$ cat config.mk
export PLATFORM = sky130hd
export DESIGN_NAME = encoder8to3_seq_flat
export DESIGN_NICKNAME = d
export VERILOG_FILES = /design/src/rtl/encoder8to3_seq_pkg.sv /design/src/rtl/encoder8to3_seq_if.sv /design/src/rtl/encoder8to3_seq_prio_pick.sv /design/src/rtl/encoder8to3_seq.sv /design/src/flat_wrapper.sv
export SDC_FILE = /design/constraint.sdc
export NUM_CORES = 1
export LEC_CHECK = 0
export CAP_MARGIN = 5
export CORE_AREA = 2 2 39 41
export CTS_BUF_LIST = sky130_fd_sc_hd__clkbuf_8
export CTS_CLUSTER_SIZE = 14
export DETAILED_ROUTE_END_ITERATION = 16
export DIE_AREA = 0 0 41 43
export MAX_ROUTING_LAYER = met4
export PLACE_DENSITY = 0.78
export SETUP_SLACK_MARGIN = 0.02
export SLEW_MARGIN = 10
export SYNTH_ARGS = -nofsm -noshare
export SYNTH_HDL_FRONTEND = slang
export SYNTH_SLANG_ARGS = --single-unit
$ cat constraint.sdc
create_clock -name clk -period 3.24 [get_ports clk]
set_input_delay 0.648 -clock clk [delete_from_list [all_inputs] [get_ports clk]]
set_output_delay 0.648 -clock clk [all_outputs]
set_load 0.01 [all_outputs]
$ cat src/rtl/encoder8to3_seq_pkg.sv
// Shared constants and types for the registered 8-to-3 priority encoder.
// Code k corresponds to request line D[k], the inverse of the 3-to-8 decoder.
package enc_pkg;

  localparam int W  = 8;
  localparam int AW = $clog2(W);

  typedef enum logic {IDLE = 1'b0, HOLD = 1'b1} state_t;

  typedef logic [AW-1:0] code_t;

endpackage

$ cat src/rtl/encoder8to3_seq_if.sv
// Request/serve bundle between request sources, the encoder and its consumer.
// The source side (master) drives E/D/ack; the encoder (slave) returns A/V/P.
interface encoder8to3_seq_if #(
  parameter int W  = 8,
  parameter int AW = $clog2(W)
);

  logic          E;
  logic [W-1:0]  D;
  logic          ack;
  logic [AW-1:0] A;
  logic          V;
  logic [W-1:0]  P;

  modport master (output E, D, ack, input  A, V, P);
  modport slave  (input  E, D, ack, output A, V, P);

endinterface

$ cat src/rtl/encoder8to3_seq_prio_pick.sv
// Combinational highest-set-bit finder: o_idx is the top set index of i_req,
// o_any flags that at least one bit is set (o_idx is 0 when none are).
module prio_pick #(
  parameter int W  = 8,
  parameter int AW = $clog2(W)
) (
  input  logic [W-1:0]  i_req,
  output logic [AW-1:0] o_idx,
  output logic          o_any
);

  // Ascending scan: the last set bit seen is the highest one.
  always_comb begin
    o_idx = '0;
    o_any = |i_req;
    for (int i = 0; i < W; i++) begin
      if (i_req[i]) o_idx = AW'(i);
    end
  end

endmodule

$ cat src/rtl/encoder8to3_seq.sv
// Registered priority encoder with request latching and a valid/ack handshake.
// Define ENC_ROUND_ROBIN_EN for rotating priority; default is fixed top-index-first.
module encoder8to3_seq
  import enc_pkg::*;
#(
  parameter int W = enc_pkg::W
) (
  input  logic              clk,
  input  logic              reset,
  encoder8to3_seq_if.slave  bus
);

  localparam int AW = $clog2(W);

  state_t          r_state, w_state_nxt;
  logic [AW-1:0]   r_A, w_A_nxt;
  logic [W-1:0]    r_P, w_P_nxt;
  logic [W-1:0]    w_clr;
  logic [AW-1:0]   w_win;
  logic            w_any;

`ifdef ENC_ROUND_ROBIN_EN
  logic [AW-1:0]   r_last, w_last_nxt;
  logic [W-1:0]    w_rot;
  logic [AW-1:0]   w_rot_idx;

  // Rotate so that P[last-1] lands on the top bit; the plain highest-bit
  // finder then yields the first set bit scanning downward from last-1.
  always_comb begin
    w_rot = '0;
    for (int j = 0; j < W; j++) begin
      w_rot[j] = r_P[AW'(j) + r_last];
    end
  end

  prio_pick #(.W(W), .AW(AW)) u_pick (
    .i_req (w_rot),
    .o_idx (w_rot_idx),
    .o_any (w_any)
  );

  assign w_win = w_rot_idx + r_last;
`else
  prio_pick #(.W(W), .AW(AW)) u_pick (
    .i_req (r_P),
    .o_idx (w_win),
    .o_any (w_any)
  );
`endif

  always_comb begin
    w_state_nxt = r_state;
    w_A_nxt     = r_A;
    w_clr       = '0;
`ifdef ENC_ROUND_ROBIN_EN
    w_last_nxt  = r_last;
`endif
    case (r_state)
      IDLE: begin
        if (w_any) begin
          w_A_nxt     = w_win;
          w_state_nxt = HOLD;
        end
      end
      HOLD: begin
        if (bus.ack) begin
          w_clr[r_A]  = 1'b1;
`ifdef ENC_ROUND_ROBIN_EN
          w_last_nxt  = r_A;
`endif
          w_state_nxt = IDLE;
        end
      end
      default: w_state_nxt = IDLE;
    endcase
    // A new capture on the bit being cleared keeps it pending.
    w_P_nxt = (r_P & ~w_clr) | (bus.E ? bus.D : '0);
  end

  always_ff @(posedge clk) begin
    if (reset) begin
      r_state <= IDLE;
      r_A     <= '0;
      r_P     <= '0;
`ifdef ENC_ROUND_ROBIN_EN
      r_last  <= '0;
`endif
    end else begin
      r_state <= w_state_nxt;
      r_A     <= w_A_nxt;
      r_P     <= w_P_nxt;
`ifdef ENC_ROUND_ROBIN_EN
      r_last  <= w_last_nxt;
`endif
    end
  end

  assign bus.A = r_A;
  assign bus.V = (r_state == HOLD);
  assign bus.P = r_P;

endmodule

$ cat src/flat_wrapper.sv
// flat-port wrapper written by rule: the top's interface ports become plain ports
module encoder8to3_seq_flat import enc_pkg::*;
#(
  parameter int W = enc_pkg::W
)
  (clk, reset, bus_E, bus_D, bus_ack, bus_A, bus_V, bus_P);
  encoder8to3_seq_if #(.W(W)) bus_i ();
  input  logic clk;
  input  logic reset;
  input wire logic [$bits(bus_i.E)-1:0] bus_E;
  input wire logic [$bits(bus_i.D)-1:0] bus_D;
  input wire logic [$bits(bus_i.ack)-1:0] bus_ack;
  output wire logic [$bits(bus_i.A)-1:0] bus_A;
  output wire logic [$bits(bus_i.V)-1:0] bus_V;
  output wire logic [$bits(bus_i.P)-1:0] bus_P;
  assign bus_i.E = bus_E;
  assign bus_i.D = bus_D;
  assign bus_i.ack = bus_ack;
  assign bus_A = bus_i.A;
  assign bus_V = bus_i.V;
  assign bus_P = bus_i.P;
  encoder8to3_seq #(.W(W)) u_core (.clk(clk), .reset(reset), .bus(bus_i));
endmodule
==> metrics.txt, run 1 <==
relative slew slack=0.709; hold depth=2; Antenna Cells=0; worst flop-to-flop path endpoint=u_core.bus.A[1]; nets@finish=102; Fmax=0.521 GHz; synthesized area per cell=8.41 um2; CP max stage delay=0.58 ns; unrepaired setup endpoints after global routing=false; Reg2Reg Depth=3; Setup TNS=0 ns; number of flops mapped to enable cells by yosys=0; hold path start=u_core.bus.P[0]; FP Rows=14; clock buffer count from CTS=3; Clock Root Buffer=clkbuf_8; peak supply drop=0.344 mV; Most used DFF post-synth=dfxtp_1; Comb pwr share=0.231; sw power=112 uW; Synth Register Bits=12; Crit. End Element=primary output; most common library cells after synthesis=a21oi_1 (12), dfxtp_1 (12), nand2_1 (9); area leader, netlist=dfxtp_1; post-DR vias/cell=5.28; initial antenna violation count=0; sequential area share after synthesis=0.447; Synth area leaders=dfxtp_1 (45%), a21oi_1 (11%), nor4_4 (7.9%), o21ai_0 (7.4%), nand2_1 (6.3%); Post-Synthesis Cells=64; CTS clock-pin slew for the worst setup and hold paths=0.05 ns; GP Congestion=0.761; R2R setup slack=2.07 ns; CP max-delay cell=clkdlybuf4s50_1; WHS Endpoint=u_core.bus.P[0]; layout filler cell count=129; TritonCTS clock tree=done; post-DP HPWL=936 um; H-tree depth=1; post-route insts no fill=104; first-pass GRT wire length=1.91 mm; largest net degree at the start of global routing=13; Starting Density=0.389; leakage power=0.298 nW; placed cells=101; all-layer global routing usage=0.171; Reg-to-Reg Start=u_core.bus.P[6]; worst slew pin tran=0.436 ns; critical path startpoint category=flop; Avg WL per Cell=12.1 um; post-synth top area share=0.447; CTS sink count=12; Residual DRC=0; Die Area=1760 um2; Top delay family on crit path=buffers and inverters; Worst Hold Class=flop to flop; syn_nets=76; drt first pass iters=4; Clock Skew=0.00490 ns; postcts setup bufs=0; status=completed; port bufs=23; WS Path Type=flop to primary output; # IOs=24; worst-path cell chain=clkdlybuf4s50_1; worst path required time=2.59 ns; post-CTS sizing=0; antenna-violating nets left=0; initial drt markers=9; Int Pwr=301 uW; final max-slew violation count=0; Die W=41 um; crit share post-route=0.593; Flop pwr share=0.451; Vias=549; vias in the first global route=469; Core Util, Final=0.594; Max Cap Viol=0; Async SR Flop Fraction=0; later-pin clock latency in the skew report=0.24 ns; Netlist cell types=17; CTS Buffer Depth=2; Clk network pwr share=0.319; Setup Viol. Count Final=0; post-synthesis cell area=538 um2; crit-path max FO=6; crit path DAT=1.27 ns; switching share of power=0.271; Fin. Hold Viols=0; core area=1380 um2; total routed wirelength=1.26 mm; CP Buf/Inv Count=1; yosys warns=0; die height=43 um; PwrDens=503 nW/um2; area delta synth->final=52.8%; Tmin final=1.92 ns; # hold bufs at CTS=0; share of cells above drive strength 1=0.0795; Congestion Overflow GR=0
## layout by cell type (no fill, tap or decap), drive strengths merged, types with 3 or more instances in the layout
cell type,count
clkdlybuf4s50,23
nand2,9
nor2,5
inv,3
dfxtp,12
o21ai,8
clkbuf,3
a21oi,13
## registers in the layout, indices dropped and copies added, names as in the netlist
| name | flops |
|---|---|
| u_core.bus.P | 8 |
| u_core.bus.A | 3 |
| u_core.bus.V | 1 |
## area by class of cell
class | count | area [um2] | area share
Tap cell | 16 | 20.0 | 0.0244
Clock buffer | 3 | 41.3 | 0.0502
Inverter | 3 | 11.3 | 0.0137
Sequential cell | 12 | 240 | 0.292
Multi-Input combinational cell | 47 | 279 | 0.339
Timing Repair Buffer | 23 | 230 | 0.280
## worst max path at each step
| stage | depth (start not counted) | slack, ns | end | start |
|---|---|---|---|---|
| 3_3_place_gp | 4 | 1.46 | u_core.bus.P[1] | bus_ack |
| 4_1_cts | 1 | 1.31 | bus_P[6] | u_core.bus.P[6] |
| 5_1_grt | 1 | 1.28 | bus_P[6] | u_core.bus.P[6] |
| 3_5_place_dp | 4 | 1.47 | u_core.bus.P[0] | bus_ack |
| 6_report | 1 | 1.32 | bus_P[6] | u_core.bus.P[6] |
| 2_1_floorplan | 3 | 2.08 | u_core.bus.P[0] | bus_ack |
## cell families after synthesis
| family | after synthesis | synth area share |
|---|---|---|
| flops | 12 | 0.447 |
| buf+inv | 5 | 0.0349 |
| simple gates | 22 | 0.253 |
| compound gates | 25 | 0.265 |
## per-stage QoR
stage / hold WS [ns] / worst slack [ns] / power (mW) / cell area, um2
after floorplan: 0.536 / 2.08 / 0.232 / 538
after global placement: 0.505 / 1.46 / 0.283 / 781
after detailed placement: 0.520 / 1.47 / 0.284 / 781
after CTS: 0.527 / 1.31 / 0.418 / 822
after global routing: 0.566 / 1.28 / 0.433 / 822
final: 0.525 / 1.32 / 0.413 / 822
## per-layer routing
layer | GRT usage | vias to the layer above | wire length [um]
li1 | - | 274 | -
met1 | 0.176 | 249 | 534
met2 | 0.256 | 21 | 587
met3 | 0.0942 | 5 | 106
met4 | 0.0800 | 0 | 29
met5 | - | - | 0
## power groups by stage
stage / clock network [mW] / registers (mW) / logic (mW)
detailed placement: 0 / 0.189 / 0.0954
finish: 0.132 / 0.186 / 0.0953
global placement: 0 / 0.188 / 0.0947
CTS: 0.136 / 0.186 / 0.0959
global route: 0.141 / 0.188 / 0.105
floorplan: 0 / 0.191 / 0.0413
No activity file was read; power rests on OpenSTA's default activity.
==> run 2: changes to the inputs <==
--- a/config.mk
+++ b/config.mk
@@ -6,13 +6,12 @@
 export NUM_CORES = 1
 export LEC_CHECK = 0
 export CAP_MARGIN = 5
-export CORE_AREA = 2 2 39 41
+export CORE_UTILIZATION = 41
 export CTS_BUF_LIST = sky130_fd_sc_hd__clkbuf_8
 export CTS_CLUSTER_SIZE = 14
 export DETAILED_ROUTE_END_ITERATION = 16
-export DIE_AREA = 0 0 41 43
 export MAX_ROUTING_LAYER = met4
-export PLACE_DENSITY = 0.78
+export PLACE_DENSITY = 0.79
 export SETUP_SLACK_MARGIN = 0.02
 export SLEW_MARGIN = 10
 export SYNTH_ARGS = -nofsm -noshare
==> constraint.sdc (replaced) <==
create_clock -name clk -period 1.8 [get_ports clk]
set_input_delay 0.36 -clock clk [delete_from_list [all_inputs] [get_ports clk]]
set_output_delay 0.36 -clock clk [all_outputs]
set_load 0.01 [all_outputs]
==> run 2 against run 1 <==
  * Via count shrank 0.91%
  * Sequential power grew 80%
  * Count of clock-buffer cells in the layout grew 1
  * Sequential share of layout area shrank 0.39 points
  * Clock power grew 120%
  * First-iteration DRC count grew to 2.7 times the previous value
  * Setup slack lost 1.2 ns
  * Final area grew 1.4%
  * Final cell count shrank 0.96%
  * Global-route usage grew 5.5 points
  * Hold slack gained 0.010 ns
  * Critical endpoint is now bus_A[1]
  * Largest power group unchanged
  * Highest routed layer unchanged
==> metrics.txt, run 2 (synthesis gave the netlist of run 1 again) <==
Worst Hold Class=flop to flop; TritonCTS clock tree=done; Setup Viol. Count Final=0 (unchanged); Tmin final=1.64 ns; worst path required time=1.44 ns (-1.15 ns); drt first pass iters=4 (unchanged); all-layer global routing usage=0.226 (+0.0549); # IOs=24 (unchanged); Clock Root Buffer=clkbuf_8; vias in the first global route=545 (+16%); Starting Density=0.465 (+0.0766); Crit. End Element=primary output; Fin. Hold Viols=0 (unchanged); FP Rows=12 (-2); most frequent cells in the layout=clkdlybuf4s50_1 (23), a21oi_1 (12), dfxtp_1 (12); Congestion Overflow GR=0 (unchanged); unrepaired setup endpoints after global routing=false; CTS clock-pin slew for the worst setup and hold paths=0.06 ns (about the same); GP Congestion=0.843 (+11%); Fmax=0.609 GHz; CP max stage delay=0.59 ns (about the same); Max Cap Viol=0 (unchanged); Final Cell Area=833 um2 (+1.4%); postcts setup bufs=0 (unchanged); initial drt markers=24 (+15); Clock Skew=0.00481 ns (-0.0000938 ns); status=completed; CTS Buffer Depth=2 (unchanged); nets@finish=102 (unchanged); area used by multi-input combinational logic=279 um2 (unchanged); worst slew pin tran=0.452 ns (+0.0160 ns); antenna-violating nets left=0 (unchanged); later-pin clock latency in the skew report=0.24 ns (about the same); first-pass GRT wire length=2.19 mm (+14%); max reg flops=8 (unchanged); Die Area=1460 um2 (-17%); Avg WL per Cell=12.4 um (+2.4%); area delta synth->final=54.9%; Cell Area, Placed=778 um2 (-0.32%); crit-path max FO=7 (+1); post-DR vias/cell=5.28 (about the same); leakage power=0.305 nW (+2.4%); layout filler cell count=93 (-28%); WS Path Type=flop to primary output; Antenna Cells=0 (unchanged); die height=38.2 um (-11%); final max-slew violation count=0 (unchanged); clock buffer count from CTS=3 (unchanged); PwrDens=962 nW/um2 (+91%); largest net degree at the start of global routing=13 (unchanged); CP Buf/Inv Count=1 (unchanged); share of cells above drive strength 1=0.0899 (+0.0103); crit path DAT=1.28 ns (about the same); Setup TNS=0 ns (unchanged); area occupied by registers=240 um2 (unchanged); # hold bufs at CTS=0 (unchanged); worst-path cell chain=clkdlybuf4s50_1; Vias=544 (-0.91%); commonest non-fill, non-tap cell in the layout=clkdlybuf4s50_1; peak supply drop=0.675 mV (+96%); CP max-delay cell=clkdlybuf4s50_1; post-CTS sizing=0 (unchanged); total routed wirelength=1.28 mm (+1.4%); Top delay family on crit path=buffers and inverters; initial antenna violation count=0 (unchanged); post-route insts no fill=103 (-0.96%); relative slew slack=0.698 (-0.0107); port bufs=23 (unchanged); crit share post-route=0.912; Die W=38.2 um (-6.8%); CTS sink count=12 (unchanged); post-DP HPWL=942 um (+0.60%); placed cells=99 (-2.0%); critical path startpoint category=flop; H-tree depth=1 (unchanged); core area=1160 um2 (-16%); Residual DRC=0 (unchanged)
## run 2: cell types whose count changed in the layout (fill, tap and decap cells not counted)
cell | before | now
clkbuf_8 | 3 | 4
## run 2: layout make-up
type,instances,share of cell area
Multi-Input combinational cell,47,0.335
Sequential cell,12,0.288
Timing Repair Buffer,23,0.276
Clock buffer,4,0.0661
Tap cell,14,0.0210
Inverter,3,0.0135
## run 2: final timing paths
path,from,endpoint,slack (ns),cells after the start
max,u_core.bus.A[1],bus_A[1],0.16,1
min,u_core.bus.P[0],u_core.bus.P[0],0.54,2
max reg2reg,u_core.bus.P[6],u_core.bus.A[0],0.63,4
min reg2reg,u_core.bus.P[0],u_core.bus.P[0],0.54,2
## run 2: power by group
part / switching [mW] / internal [mW] / total [mW] / leakage, nW
Combinational: 0.0692 / 0.103 / 0.172 / 0.176
Clock: 0.103 / 0.193 / 0.296 / 0.0288
Sequential: 0.0417 / 0.292 / 0.334 / 0.0997
Total: 0.213 / 0.588 / 0.802 / 0.305
## run 2: per-stage QoR
step	worst slack [ns]	utilization	total power, mW	hold WS [ns]
final	0.159	0.721	0.802	0.535
after global routing	0.113	0.721	0.836	0.591
after CTS	0.159	0.721	0.802	0.536
after detailed placement	0.265	0.673	0.510	0.528
after global placement	0.296	0.673	0.508	0.515
after floorplan	0.687	-	0.418	0.430
## run 2: per-layer routing
metal  global-route usage  up-vias  routed length (um)
li1                     -      277                   -
met3               0.0698        3                  84
met5                    -        -                   0
met4                0.107        0                  15
met2                0.364       24                 584
met1                0.255      240                 590
==> run 3: changes to the inputs <==
--- a/config.mk
+++ b/config.mk
@@ -10,6 +10,7 @@
 export CTS_BUF_LIST = sky130_fd_sc_hd__clkbuf_8
 export CTS_CLUSTER_SIZE = 14
 export DETAILED_ROUTE_END_ITERATION = 16
+export HOLD_SLACK_MARGIN = 0.06
 export MAX_ROUTING_LAYER = met4
 export PLACE_DENSITY = 0.79
 export SETUP_SLACK_MARGIN = 0.02
==> results of run 3 <==
No change in the layout: final DEF, timing and power equal those of run 2.
==> RTL edit, RTL diff (settings of run 1) <==
`W` is set to 8 in 3 places; all go to 4.
--- a/src/rtl/encoder8to3_seq_pkg.sv
+++ b/src/rtl/encoder8to3_seq_pkg.sv
@@ -3,5 +3,5 @@
 package enc_pkg;
 
-  localparam int W  = 8;
+  localparam int W  = 4;
   localparam int AW = $clog2(W);
 
--- a/src/rtl/encoder8to3_seq_if.sv
+++ b/src/rtl/encoder8to3_seq_if.sv
@@ -2,5 +2,5 @@
 // The source side (master) drives E/D/ack; the encoder (slave) returns A/V/P.
 interface encoder8to3_seq_if #(
-  parameter int W  = 8,
+  parameter int W  = 4,
   parameter int AW = $clog2(W)
 );
--- a/src/rtl/encoder8to3_seq_prio_pick.sv
+++ b/src/rtl/encoder8to3_seq_prio_pick.sv
@@ -2,5 +2,5 @@
 // o_any flags that at least one bit is set (o_idx is 0 when none are).
 module prio_pick #(
-  parameter int W  = 8,
+  parameter int W  = 4,
   parameter int AW = $clog2(W)
 ) (
Interface: changed (resized bus_A, bus_D and bus_P); port bits go from 24 to 15. The function was not compared with the original's and may differ.
==> RTL edit against run 1 <==
Die area stayed put. Power decreased by 33%. Maximum frequency shrank 1.3%. Clock skew is 0.0012 ns lower. Cell count down 37%. Sequential share of layout area down 1.4 points. Register-to-register slack gained 0.11 ns. Synthesized area shrank 44%. Clock power down 9.8%. Wire length decreased by 43%. Worst setup slack got worse by 0.025 ns. Design area down 39%. Sequential cell count shrank 5. Global-route usage is 6.0 points lower.
==> RTL edit: results (changes against run 1) <==
| Metric | Value |
|---|---|
| Worst reg2reg startpoint | u_core.bus.P[2] |
| First-pass GRT wire length | 1.28 mm (-33%) |
| Crit path from | u_core.bus.V |
| Top cells by area, synth | dfxtp_1 46%, nor4_4 7.0%, a21oi_1 6.6% |
| Nets | 59 (-42%) |
| Wire per inst | 10.8 um (-10%) |
| Lkg Pwr | 0.191 nW (-36%) |
| Max reg flops | 4 (-4) |
| Slew headroom | 0.809 (+0.100) |
| Initial drt markers | 6 (-3) |
| Number of global-route vias before repair | 308 (-34%) |
| Filler instances | 145 (+12%) |
| Peak supply drop | 0.000243 V (-30%) |
| Hold_sp | u_core.bus.A[1] |
| Global-route usage over all layers | 0.111 (-0.0605) |
| CP endpoint | bus_V |
| Placed cells | 62 (-39%) |
| Sequential share of the synthesized area | 0.463 (+0.0163) |
| PortBufs | 14 (-39%) |
| Status | complete, no violations |
| Share of layout cells above drive strength 1 | 0.0800 (+0.000455) |
| Setup Skew | 0.00374 ns (-0.00116 ns) |
| R2R setup slack | 2.18 ns (+0.11 ns) |
| DR pass1 iterations | 2 (-2) |
| Largest net degree at the start of global routing | 11 (-2) |
| HPWL Detailed | 550 um (-41%) |
| Post-synthesis compound-gate area fraction | 0.256 (-0.00892) |
| Via count | 303 (-45%) |
| Crit-path max FO | 10 (+4) |
| Post-synth top cells | 7 x dfxtp_1, 4 x a21oi_1, 3 x nand2_1 |
| Arr. time, crit path | 1.30 ns (+0.03 ns) |
## RTL edit: changes by cell type after synthesis, moves of 2 or more
| cell | delta |
|---|---|
| o21ai_0 | -6 |
| clkbuf_1 | -2 |
| nand2_1 | -6 |
| a21oi_1 | -8 |
| a22oi_1 | +2 |
| nor2_1 | -3 |
| dfxtp_1 | -5 |
| o21bai_1 | +2 |
## RTL edit: per-stage QoR
step / hold slack, ns / instance area [um2] / setup slack [ns]
CTS: 0.548 / 503 / 1.29
detailed placement: 0.538 / 458 / 1.53
global placement: 0.534 / 458 / 1.55
global route: 0.605 / 503 / 1.24
finish: 0.546 / 503 / 1.29
floorplan: 0.540 / 303 / 2.15
## RTL edit: report_power, final
group / internal, W / total, W / switching, W
clock network: 0.0000818 / 0.000119 / 0.0000373
logic: 0.0000324 / 0.0000494 / 0.0000170
registers: 0.0000949 / 0.000109 / 0.0000137
total: 0.000209 / 0.000277 / 0.0000679
## RTL edit: area by class of cell
cell class                      count  area [um2]  share of cell area
Clock buffer                        3        41.3              0.0821
Clock inverter                      1        3.75             0.00746
Inverter                            2        7.51              0.0149
Multi-Input combinational cell     23         150               0.299
Sequential cell                     7         140               0.279
Tap cell                           16        20.0              0.0398
Timing Repair Buffer               14         140               0.279
## RTL edit: worst register-to-register path: cells and delay by family (launching register included)
kind / cells / cell delay, ns
DFF: 1 / 0.36
and+or+nand+nor: 3 / 0.59
## RTL edit: cell families (layout without fill, tap and decap cells)
logic type             count (synthesis)  in the layout
buffers and inverters                  3             20
flip-flops                             7              7
AND/OR/NAND/NOR                       11             11
AO/OA/AOI/OAI                         12             12
## RTL edit: layer usage
layer	routed length, um	track usage
met1	299	0.125
met2	350	0.150
met3	64	0.0785
met4	0	0.0400
met5	0	-
